--- src/rtl/mac_pkg.sv ---
// Shared XGMII RX definitions for the 10G MAC.
// Holds the XGMII control-character codes, the expected start word, the
// receive state type and a lane-masking helper used for tail words.
package mac_pkg;

  localparam logic [7:0]  XGMII_IDLE          = 8'h07;
  localparam logic [7:0]  XGMII_START         = 8'hFB;
  localparam logic [7:0]  XGMII_TERM          = 8'hFD;
  localparam logic [7:0]  XGMII_ERROR         = 8'hFE;
  localparam logic [63:0] XGMII_PREAMBLE_WORD = 64'hD555_5555_5555_55FB;

  typedef enum logic [1:0] {
    IDLE = 2'd0,
    DATA = 2'd1,
    DROP = 2'd2
  } rx_state_t;

  // Keep lanes 0..n-1 of a word and zero the rest (n = 0 keeps nothing).
  function automatic logic [63:0] keep_lanes(input logic [63:0] d, input logic [2:0] n);
    logic [63:0] r;
    r = '0;
    for (int unsigned i = 0; i < 8; i++) begin
      if (i < {29'd0, n}) r[8*i +: 8] = d[8*i +: 8];
    end
    return r;
  endfunction

endpackage

--- src/rtl/xgmii_rx_lane_decode.sv ---
// Combinational control-lane decoder for one 64-bit XGMII word.
// Ports:
//   rxd_i      : XGMII data, lane i = bits [8i+7:8i]
//   rxc_i      : XGMII control flags, bit i = lane i is a control character
//   lane_o     : index of the lowest lane carrying a control character
//   byte_o     : the byte found in that lane
//   any_ctrl_o : at least one lane carries a control character
// lane_o/byte_o are 0 when no control lane is present.
module xgmii_rx_lane_decode (
  input  logic [63:0] rxd_i,
  input  logic [7:0]  rxc_i,
  output logic [2:0]  lane_o,
  output logic [7:0]  byte_o,
  output logic        any_ctrl_o
);

  always_comb begin
    lane_o     = '0;
    byte_o     = '0;
    any_ctrl_o = |rxc_i;
    // Scan from the top lane down so the lowest control lane is written last.
    for (int unsigned i = 8; i > 0; i--) begin
      if (rxc_i[i-1]) begin
        lane_o = 3'(i - 1);
        byte_o = rxd_i[8*(i-1) +: 8];
      end
    end
  end

endmodule

--- src/rtl/xgmii_rx_deframer.sv ---
// XGMII RX deframer: turns the 64-bit XGMII receive stream into the MAC
// packet interface. Validates the lane-0 start word, strips preamble/SFD,
// finds the terminate character, marks sop/eop/mod and flags bad frames.
// Every data word is delayed by one hold stage so that a terminate in the
// following word can still tag it as eop; output latency is fixed.
// Ports:
//   clk_xgmii_rx   : XGMII RX clock, the only clock
//   reset_xgmii_rx : synchronous active-high reset
//   xgmii_rxd/rxc  : XGMII receive data (64) and control flags (8)
//   pkt_rx_data    : frame data, lane 0 first; bytes beyond mod zeroed on eop
//   pkt_rx_val     : pkt_rx_* valid this cycle
//   pkt_rx_sop/eop : first / last word of a frame
//   pkt_rx_mod     : valid bytes in the eop word mod 8 (0 = all 8)
//   pkt_rx_err     : frame bad, meaningful only with eop
//   stat_rx_*      : saturating frame / error-frame / drop-event counters,
//                    present only when XGMII_RX_STATS_EN is defined
// Parameter MAX_FRAME_BYTES: longest accepted frame; longer ones are cut
// with err and the remainder discarded.
module xgmii_rx_deframer
  import mac_pkg::*;
#(
  parameter int unsigned MAX_FRAME_BYTES = 1518
) (
  input  logic        clk_xgmii_rx,
  input  logic        reset_xgmii_rx,
  input  logic [63:0] xgmii_rxd,
  input  logic [7:0]  xgmii_rxc,
  output logic [63:0] pkt_rx_data,
  output logic        pkt_rx_val,
  output logic        pkt_rx_sop,
  output logic        pkt_rx_eop,
  output logic [2:0]  pkt_rx_mod,
  output logic        pkt_rx_err
`ifdef XGMII_RX_STATS_EN
  ,
  output logic [31:0] stat_rx_frames,
  output logic [31:0] stat_rx_err_frames,
  output logic [31:0] stat_rx_drops
`endif
);

  localparam int unsigned MAX_WORDS = (MAX_FRAME_BYTES + 7) / 8;
  localparam int unsigned CNT_W     = $clog2(MAX_WORDS + 1);

  // Lane decode of the incoming word
  logic [2:0] ctl_lane;
  logic [7:0] ctl_byte;
  logic       any_ctl;

  xgmii_rx_lane_decode u_lane_decode (
    .rxd_i      (xgmii_rxd),
    .rxc_i      (xgmii_rxc),
    .lane_o     (ctl_lane),
    .byte_o     (ctl_byte),
    .any_ctrl_o (any_ctl)
  );

  // State and hold stage
  rx_state_t        state_q, state_d;
  logic [63:0]      hold_q, hold_d;
  logic             hold_vld_q, hold_vld_d;
  logic             sop_pend_q, sop_pend_d;
  logic             eop_pend_q, eop_pend_d;
  logic [2:0]       mod_pend_q, mod_pend_d;
  logic [CNT_W-1:0] cnt_q, cnt_d;

  // Output registers
  logic [63:0] data_q, data_d;
  logic        val_q, val_d;
  logic        sop_q, sop_d;
  logic        eop_q, eop_d;
  logic [2:0]  mod_q, mod_d;
  logic        err_q, err_d;

  logic        drop_evt;
  logic        emit, emit_eop, emit_err;
  logic [2:0]  emit_mod;

  logic start_ok, start_bad;

  assign start_ok  = (xgmii_rxc == 8'h01) && (xgmii_rxd == XGMII_PREAMBLE_WORD);
  assign start_bad = (xgmii_rxc[0] && xgmii_rxd[7:0] == XGMII_START && !start_ok) ||
                     (xgmii_rxc[4] && xgmii_rxd[39:32] == XGMII_START);

  always_comb begin
    state_d    = state_q;
    hold_d     = hold_q;
    hold_vld_d = hold_vld_q;
    sop_pend_d = sop_pend_q;
    eop_pend_d = eop_pend_q;
    mod_pend_d = mod_pend_q;
    cnt_d      = cnt_q;
    drop_evt   = 1'b0;
    emit       = 1'b0;
    emit_eop   = 1'b0;
    emit_err   = 1'b0;
    emit_mod   = '0;

    // Tail word left by a terminate in lanes 1..7 goes out now; the current
    // input is decoded as IDLE in parallel (a start word emits nothing).
    if (eop_pend_q) begin
      emit       = 1'b1;
      emit_eop   = 1'b1;
      emit_mod   = mod_pend_q;
      eop_pend_d = 1'b0;
      hold_vld_d = 1'b0;
      sop_pend_d = 1'b0;
    end

    unique case (state_q)
      IDLE: begin
        if (start_ok) begin
          state_d    = DATA;
          sop_pend_d = 1'b1;
          hold_vld_d = 1'b0;
          cnt_d      = '0;
        end else if (start_bad) begin
          drop_evt = 1'b1;
        end
      end

      DATA: begin
        if (!any_ctl) begin
          if (cnt_q == CNT_W'(MAX_WORDS)) begin
            // Over length: close the frame as bad, discard the rest.
            emit       = 1'b1;
            emit_eop   = 1'b1;
            emit_err   = 1'b1;
            sop_pend_d = 1'b0;
            hold_vld_d = 1'b0;
            state_d    = DROP;
          end else begin
            if (hold_vld_q) begin
              emit       = 1'b1;
              sop_pend_d = 1'b0;
            end
            hold_d     = xgmii_rxd;
            hold_vld_d = 1'b1;
            cnt_d      = cnt_q + CNT_W'(1);
          end
        end else if (ctl_byte == XGMII_TERM) begin
          if (ctl_lane == 3'd0) begin
            if (hold_vld_q) begin
              emit     = 1'b1;
              emit_eop = 1'b1;
            end else begin
              drop_evt = 1'b1;
            end
            sop_pend_d = 1'b0;
            hold_vld_d = 1'b0;
            state_d    = IDLE;
          end else if (cnt_q == CNT_W'(MAX_WORDS)) begin
            // Partial tail would push past the limit; terminate already
            // seen, so return to IDLE rather than DROP.
            emit       = 1'b1;
            emit_eop   = 1'b1;
            emit_err   = 1'b1;
            sop_pend_d = 1'b0;
            hold_vld_d = 1'b0;
            state_d    = IDLE;
          end else begin
            if (hold_vld_q) begin
              emit       = 1'b1;
              sop_pend_d = 1'b0;
            end
            hold_d     = keep_lanes(xgmii_rxd, ctl_lane);
            hold_vld_d = 1'b1;
            eop_pend_d = 1'b1;
            mod_pend_d = ctl_lane;
            cnt_d      = cnt_q + CNT_W'(1);
            state_d    = IDLE;
          end
        end else begin
          if (hold_vld_q) begin
            emit     = 1'b1;
            emit_eop = 1'b1;
            emit_err = 1'b1;
          end else begin
            drop_evt = 1'b1;
          end
          sop_pend_d = 1'b0;
          hold_vld_d = 1'b0;
          state_d    = DROP;
        end
      end

      DROP: begin
        if (any_ctl && (ctl_byte == XGMII_TERM || ctl_byte == XGMII_IDLE)) begin
          state_d = IDLE;
        end
      end

      default: state_d = IDLE;
    endcase
  end

  // Output next-state: data holds its last value on idle cycles.
  always_comb begin
    data_d = data_q;
    val_d  = 1'b0;
    sop_d  = 1'b0;
    eop_d  = 1'b0;
    mod_d  = '0;
    err_d  = 1'b0;
    if (emit) begin
      data_d = hold_q;
      val_d  = 1'b1;
      sop_d  = sop_pend_q;
      eop_d  = emit_eop;
      mod_d  = emit_eop ? emit_mod : 3'd0;
      err_d  = emit_eop & emit_err;
    end
  end

  always_ff @(posedge clk_xgmii_rx) begin
    if (reset_xgmii_rx) begin
      state_q    <= IDLE;
      hold_q     <= '0;
      hold_vld_q <= 1'b0;
      sop_pend_q <= 1'b0;
      eop_pend_q <= 1'b0;
      mod_pend_q <= '0;
      cnt_q      <= '0;
      data_q     <= '0;
      val_q      <= 1'b0;
      sop_q      <= 1'b0;
      eop_q      <= 1'b0;
      mod_q      <= '0;
      err_q      <= 1'b0;
    end else begin
      state_q    <= state_d;
      hold_q     <= hold_d;
      hold_vld_q <= hold_vld_d;
      sop_pend_q <= sop_pend_d;
      eop_pend_q <= eop_pend_d;
      mod_pend_q <= mod_pend_d;
      cnt_q      <= cnt_d;
      data_q     <= data_d;
      val_q      <= val_d;
      sop_q      <= sop_d;
      eop_q      <= eop_d;
      mod_q      <= mod_d;
      err_q      <= err_d;
    end
  end

  assign pkt_rx_data = data_q;
  assign pkt_rx_val  = val_q;
  assign pkt_rx_sop  = sop_q;
  assign pkt_rx_eop  = eop_q;
  assign pkt_rx_mod  = mod_q;
  assign pkt_rx_err  = err_q;

`ifdef XGMII_RX_STATS_EN
  logic [31:0] frames_q, err_frames_q, drops_q;

  always_ff @(posedge clk_xgmii_rx) begin
    if (reset_xgmii_rx) begin
      frames_q     <= '0;
      err_frames_q <= '0;
      drops_q      <= '0;
    end else begin
      if (val_d && eop_d && !err_d && frames_q != '1) frames_q <= frames_q + 32'd1;
      if (val_d && eop_d && err_d && err_frames_q != '1) err_frames_q <= err_frames_q + 32'd1;
      if (drop_evt && drops_q != '1) drops_q <= drops_q + 32'd1;
    end
  end

  assign stat_rx_frames     = frames_q;
  assign stat_rx_err_frames = err_frames_q;
  assign stat_rx_drops      = drops_q;
`endif

endmodule
--- config.mk ---
export PLATFORM = sky130hd
export DESIGN_NAME = xgmii_rx_deframer
export DESIGN_NICKNAME = d
export VERILOG_FILES = /design/src/rtl/mac_pkg.sv /design/src/rtl/xgmii_rx_lane_decode.sv /design/src/rtl/xgmii_rx_deframer.sv
export SDC_FILE = /design/constraint.sdc
export NUM_CORES = 1
export LEC_CHECK = 0
export ABC_AREA = 1
export BUFFER_PORTS_ARGS = -buffer_cell sky130_fd_sc_hd__buf_2
export CAP_MARGIN = 10
export CORE_UTILIZATION = 60
export CTS_CLUSTER_DIAMETER = 80
export DETAILED_ROUTE_END_ITERATION = 7
export PLACE_DENSITY = 0.92
export SLEW_MARGIN = 20
export SYNTH_ARGS = -nofsm -noshare
export SYNTH_HDL_FRONTEND = slang
export SYNTH_SLANG_ARGS = --single-unit
--- constraint.sdc ---
create_clock -name clk_xgmii_rx -period 3.8 [get_ports clk_xgmii_rx]
set_input_delay 0.38 -clock clk_xgmii_rx [delete_from_list [all_inputs] [get_ports clk_xgmii_rx]]
set_output_delay 0.38 -clock clk_xgmii_rx [all_outputs]
set_load 0.01 [all_outputs]
; After elaboration in Yosys (flattened, before gate mapping)
; Index checks and enable logic that the tools add are counted.
[word_totals]
word_cells = 133
inputBits = 74
ff_bits = 151
output_inout_bits = 71
[classes]
reduce_logical = 14
n_mux = 74
addsub = 1
eq_ne = 16
magnitude_cmp = 7
bitwise = 8
[ops]
columns = operator, n
row1 = 2-to-1 mux 64 bit, 5
row2 = 2-to-1 mux 8 bit, 20
row3 = equality test 64 bit (second input constant), 1
row4 = 2-to-1 mux 1 bit, 32
row5 = 2-to-1 mux 3 bit, 8
row6 = equality test 8 bit (second input constant), 2
row7 = case mux 8 bit (2 select lines), 1
row8 = inequality test 3 bit (second input constant), 4
row9 = 2-to-1 mux 2 bit, 5
row10 = AND reduction 5 bit, 2
row11 = < comparator 3 bit (first input constant), 3
row12 = adder 8 x 1 -> 8 bit (second input constant), 1
row13 = equality test 8 x 1 -> 1 bit (second input constant), 1
row14 = equality test 8 x 3 -> 1 bit (second input constant), 1
row15 = inequality test 2 bit (second input constant), 4
row16 = OR reduction 8 bit, 1
row17 = NOT 1 bit, 7
row18 = < comparator 1 x 3 -> 1 bit (first input constant), 2
row19 = < comparator 2 x 3 -> 1 bit (first input constant), 2
row20 = case mux 2 bit (3 select lines), 1
row21 = case mux 1 bit (2 select lines), 2
row22 = AND reduction 4 bit, 1
row23 = OR reduction 4 bit, 1
row24 = logical NOT 3 bit, 1
row25 = 11 further kinds, 12

; Longest topological paths before layout
[depth]
depth_word = 15
depth_mapped = 18
ltp_nobuf = 17

; By module
; A second synthesis with hierarchy kept.
[hier_totals]
cells_unflattened = 988
hier_area_um2 = 6889.1
[modules_own_cells]
columns = mod, area_per_inst_um2, cells_per_inst, instances, seq_area_each_um2
row1 = xgmii_rx_deframer, 6143.4, 819, 1, 3022.9
row2 = xgmii_rx_lane_decode, 745.7, 169, 1, 0.0

; Worst setup path before layout
; OpenSTA, ideal clock, no wires.
[synth_path]
path_type = input -> register
startpoint = in xgmii_rxc[5]
endpoint = reg hold_q[0]
slack_ps = 1753
arrival_time_ps = 1934
setup_time_ps = 113
path_buffers = 3
required_time_ps = 3687
path_stages = 17
cell_sequence = buf_2 -> inv_2 -> nor2_1 -> nor2_1 -> nand2_1 -> nand2_1 -> nand2_1 -> a21oi_2 -> nand2_1 -> nor2_4 -> nand4_1 -> nand2_1 -> buf_4 -> buf_4 -> nand3_1 -> nand2_1 -> nor2_1
[synth_between]
elab_chain_cells = 12
word_cells_on_any_way = 26
classes_between = 1 x order compare / 5 x eq/ne / 17 x mux / 3 x reduce/logical
[synth_rtl]
columns = element, line
row1 = start: declaration, xgmii_rx_deframer.sv:27  ; input logic [7:0] xgmii_rxc,
row2 = 2-to-1 mux 3 bit (6 in a row), xgmii_rx_lane_decode.sv:23  ; if (rxc_i[i-1]) begin
row3 = < comparator 1 x 3 -> 1 bit, mac_pkg.sv:23  ; if (i < {29'd0, n}) r[8*i +: 8] = d[8*i +: 8];
row4 = 2-to-1 mux 8 bit, mac_pkg.sv:23
row5 = 2-to-1 mux 64 bit, xgmii_rx_deframer.sv:152  ; end else if (cnt_q == CNT_W'(MAX_WORDS)) begin
row6 = 2-to-1 mux 64 bit, xgmii_rx_deframer.sv:142  ; if (ctl_lane == 3'd0) begin
row7 = 2-to-1 mux 64 bit, xgmii_rx_deframer.sv:141  ; end else if (ctl_byte == XGMII_TERM) begin
row8 = 2-to-1 mux 64 bit, xgmii_rx_deframer.sv:123  ; if (!any_ctl) begin
row9 = end signal: assignment, xgmii_rx_deframer.sv:232  ; hold_q <= hold_d;
row10 = end: declaration, xgmii_rx_deframer.sv:60  ; logic [63:0] hold_q, hold_d;
; Parallel ways exist; a longest one is shown, timed or not. The select of a mux whose other input is x is not followed.
; A chain may end at the register's enable or synchronous reset.

; Worst setup path after layout
[layout_path]
startpoint = reg cnt_q[0]
endpoint = reg hold_q[8]
[layout_between]
elab_chain_cells = 3
word_cells_on_any_way = 4
classes_between = 3 x eq/ne / 1 x reduce/logical
[layout_rtl]
columns = element, line
row1 = start: declaration, xgmii_rx_deframer.sv:65  ; logic [CNT_W-1:0] cnt_q, cnt_d;
row2 = start signal: assignment, xgmii_rx_deframer.sv:237  ; cnt_q <= cnt_d;
row3 = equality test 8 bit (*), "xgmii_rx_deframer.sv:124, xgmii_rx_deframer.sv:152"
row4 = inequality test 3 bit (no line) or inequality test 2 bit (tied branches), n/a
row5 = AND reduction 5 bit (no line) (*), n/a
; Every way passes the cells marked *; elsewhere a longest branch is shown, timed or not.

==> out/metrics.yaml <==
place_congestion: 0.9137
cp.depth: 10
syn_nets: 1212
fin_cells: 1421
root_buffer: "clkbuf_16"
setup_violations: 0
final_cell_mix: "nor2_1 (305), nand2_1 (287), dfxtp_1 (151)"
post-route-period-util: 0.6773
cts_tree: "yes"
nNetsFinal: 1318
critical_path.max_fanout: 29
wirelength_mm: 19.24
synth-seq-cells: 151
grt_pass1_wl_mm: 31.64
finalHoldViolCount: 0
grt_usage: 0.3063
yosys_warnings: 0
rows: 40
clk_pin_slew_worst_paths_ns: 0.06
drc: 0
slowest_stage: "a21oi_4"
r2r_cells: 10
cp_data_required_time_ns: 4.16
worst_hold_slack_ns: 0.2443
rsz0062_at_grt: "no"
die-width_um: 114.0
worst_pin_slew_ns: 0.8356
first_pass_iters: 7
crit_top_cell: "inv_1"
viasPerCell: 5.388
post_cts_buffers: 0
synth.avg_cell_area_um2: 6.621
drt-initial-drc-count: 687
die_area_um2: 12990
drv_slew: 0
via_count: 7657
layout_commonest_cell: "nor2_1"
yosysSeqAreaShare: 0.4019
wl_per_cell_um: 13.54
clkSinkCount: 151
cellLeakagePower_nw: 3.829
grt_start_max_net_pins: 66
fin_skew_ns: 0.005979
path_delay_family: "compound AO/OA/AOI/OAI gates"
arrival_ns: 2.94
ys_types: 35
hold_buffers: 0
crit_type: "reg -> reg"
power_density_nw_per_um2: 379.9
num_antenna_cells: 0
cp-end-kind: "flip-flop"
cts_buffers: 17
outcome: "finished clean"
drive_gt1_frac: 0.1628
numPortBuffers: 144
ioPinCount: 145
crit_chain: "inv_1 -> ha_1 -> nand4_1 -> inv_1 -> nor2_1 -> inv_1 -> a21oi_4 -> buf_12 -> o21ai_0 -> nor2_1"
ant_nets: 0
start_util: 0.6210
synth_cells: 1136
cpPeakStageDelay_ns: 0.65
clockBufferDepth: 2
max_freq_ghz: 0.3886
coreArea_um2: 12110
grt.overflow.total: 0
antenna_found_initial: 0
die_h_um: 114.0
htreeDepth: 4
drv_cap: 0
hold_class: "in -> reg"
setup_tns_ns: 0
place_hpwl_mm: 13.43
layout-area-overhead-vs-synth_pct: 15.24
grt_pass1_vias: 6825
synth_area_um2: 7521
slew_headroom: 0.4423
critPathBufInv: 4
cts_resized: 0
post-route-min-period_ns: 2.574
whs_path_depth: 3
dp.cells: 1391
cp-start-kind: "flip-flop"
clkLatencyLatePin_ns: 0.43
ir_drop_v: 0.0002904
## area by class of cell
cell class	count	area, um2
multi-input cells	860	3902
well taps	168	210.2
clock inverters	4	22.52
fillers	1017	3445
flip-flops and latches	151	3023
inverters	61	231.5
repair buffers	151	798.3
clock buffers	26	479.2
## logic make-up after synthesis
kind of cell,count (synthesis),share of synthesized area
compound gates,72,0.05124
xor+xnor,3,0.003494
fa+ha+maj,2,0.003327
buf+inv,125,0.08152
flops,151,0.4019
simple gates,783,0.4585
## cells in the mapped netlist, drive strengths merged
library cell / n / area (um2)
a21boi: 1 / 11.26
a21oi: 46 / 237.7
a22oi: 1 / 7.510
a31oi: 2 / 12.51
buf: 50 / 330.3
clkbuf: 14 / 52.55
clkinv: 1 / 5.000
dfxtp: 151 / 3023
ha: 2 / 25.02
inv: 60 / 225.2
nand2: 289 / 1090
nand3: 82 / 432.9
nand3b: 64 / 480.5
nand4: 21 / 137.6
nor2: 315 / 1236
nor3: 5 / 25.02
nor4: 6 / 37.54
nor4b: 1 / 8.760
o211ai: 2 / 15.01
o21ai: 19 / 95.09
o22ai: 1 / 6.260
xor2: 3 / 26.28
## worst min-delay path, cell delays in order
cell     delay [ns]
buf_2          0.12
nand2_1        0.06
a21oi_1        0.06
## stage by stage
| stage | total power [W] | cell area (um2) | utilization | setup slack [ns] |
|---|---|---|---|---|
| 2_1_floorplan | 0.001765 | 7521 | - | 1.753 |
| 3_3_place_gp | 0.001854 | 8165 | 0.6742 | 0.9111 |
| 3_5_place_dp | 0.001854 | 8165 | 0.6742 | 0.8786 |
| 4_1_cts | 0.003297 | 8667 | 0.7156 | 1.235 |
| 5_1_grt | 0.003389 | 8667 | 0.7156 | 0.9702 |
| 6_report | 0.003292 | 8667 | 0.7156 | 1.226 |
## per-layer routing
metal	share of wire	GRT usage
met1	0.43	0.3886
met4	0.037	0.1567
met2	0.46	0.4949
met5	0	0
met3	0.072	0.06111
## worst paths after layout
path / from / end / slack [ns]
setup / recovery: cnt_q[0]$_SDFFE_PP0P_ / hold_q[8]$_SDFFE_PP0P_ / 1.23
hold reg to reg: mod_pend_q[2]$_SDFFE_PP0P_ / pkt_rx_mod[2]$_SDFF_PP0_ / 0.43
setup reg to reg: cnt_q[0]$_SDFFE_PP0P_ / hold_q[8]$_SDFFE_PP0P_ / 1.23
hold / removal: xgmii_rxd[60] / hold_q[60]$_SDFFE_PP0P_ / 0.24
## power by group
group / leakage (nW) / internal, W / switching [W]
sequential: 1.22 / 0.00158 / 0.000000246
clock: 0.244 / 0.000857 / 0.000610
combinational: 2.37 / 0.0000796 / 0.000162
## sequential cells by signal (all words and copies together), names as in the netlist
signal,cells
pkt_rx_eop,1
pkt_rx_data,64
eop_pend_q,1
hold_vld_q,1
pkt_rx_err,1
pkt_rx_val,1
mod_pend_q,3
sop_pend_q,1
pkt_rx_mod,3
state_q,2
pkt_rx_sop,1
cnt_q,8
hold_q,64
No activity file was read; power rests on OpenSTA's default activity.
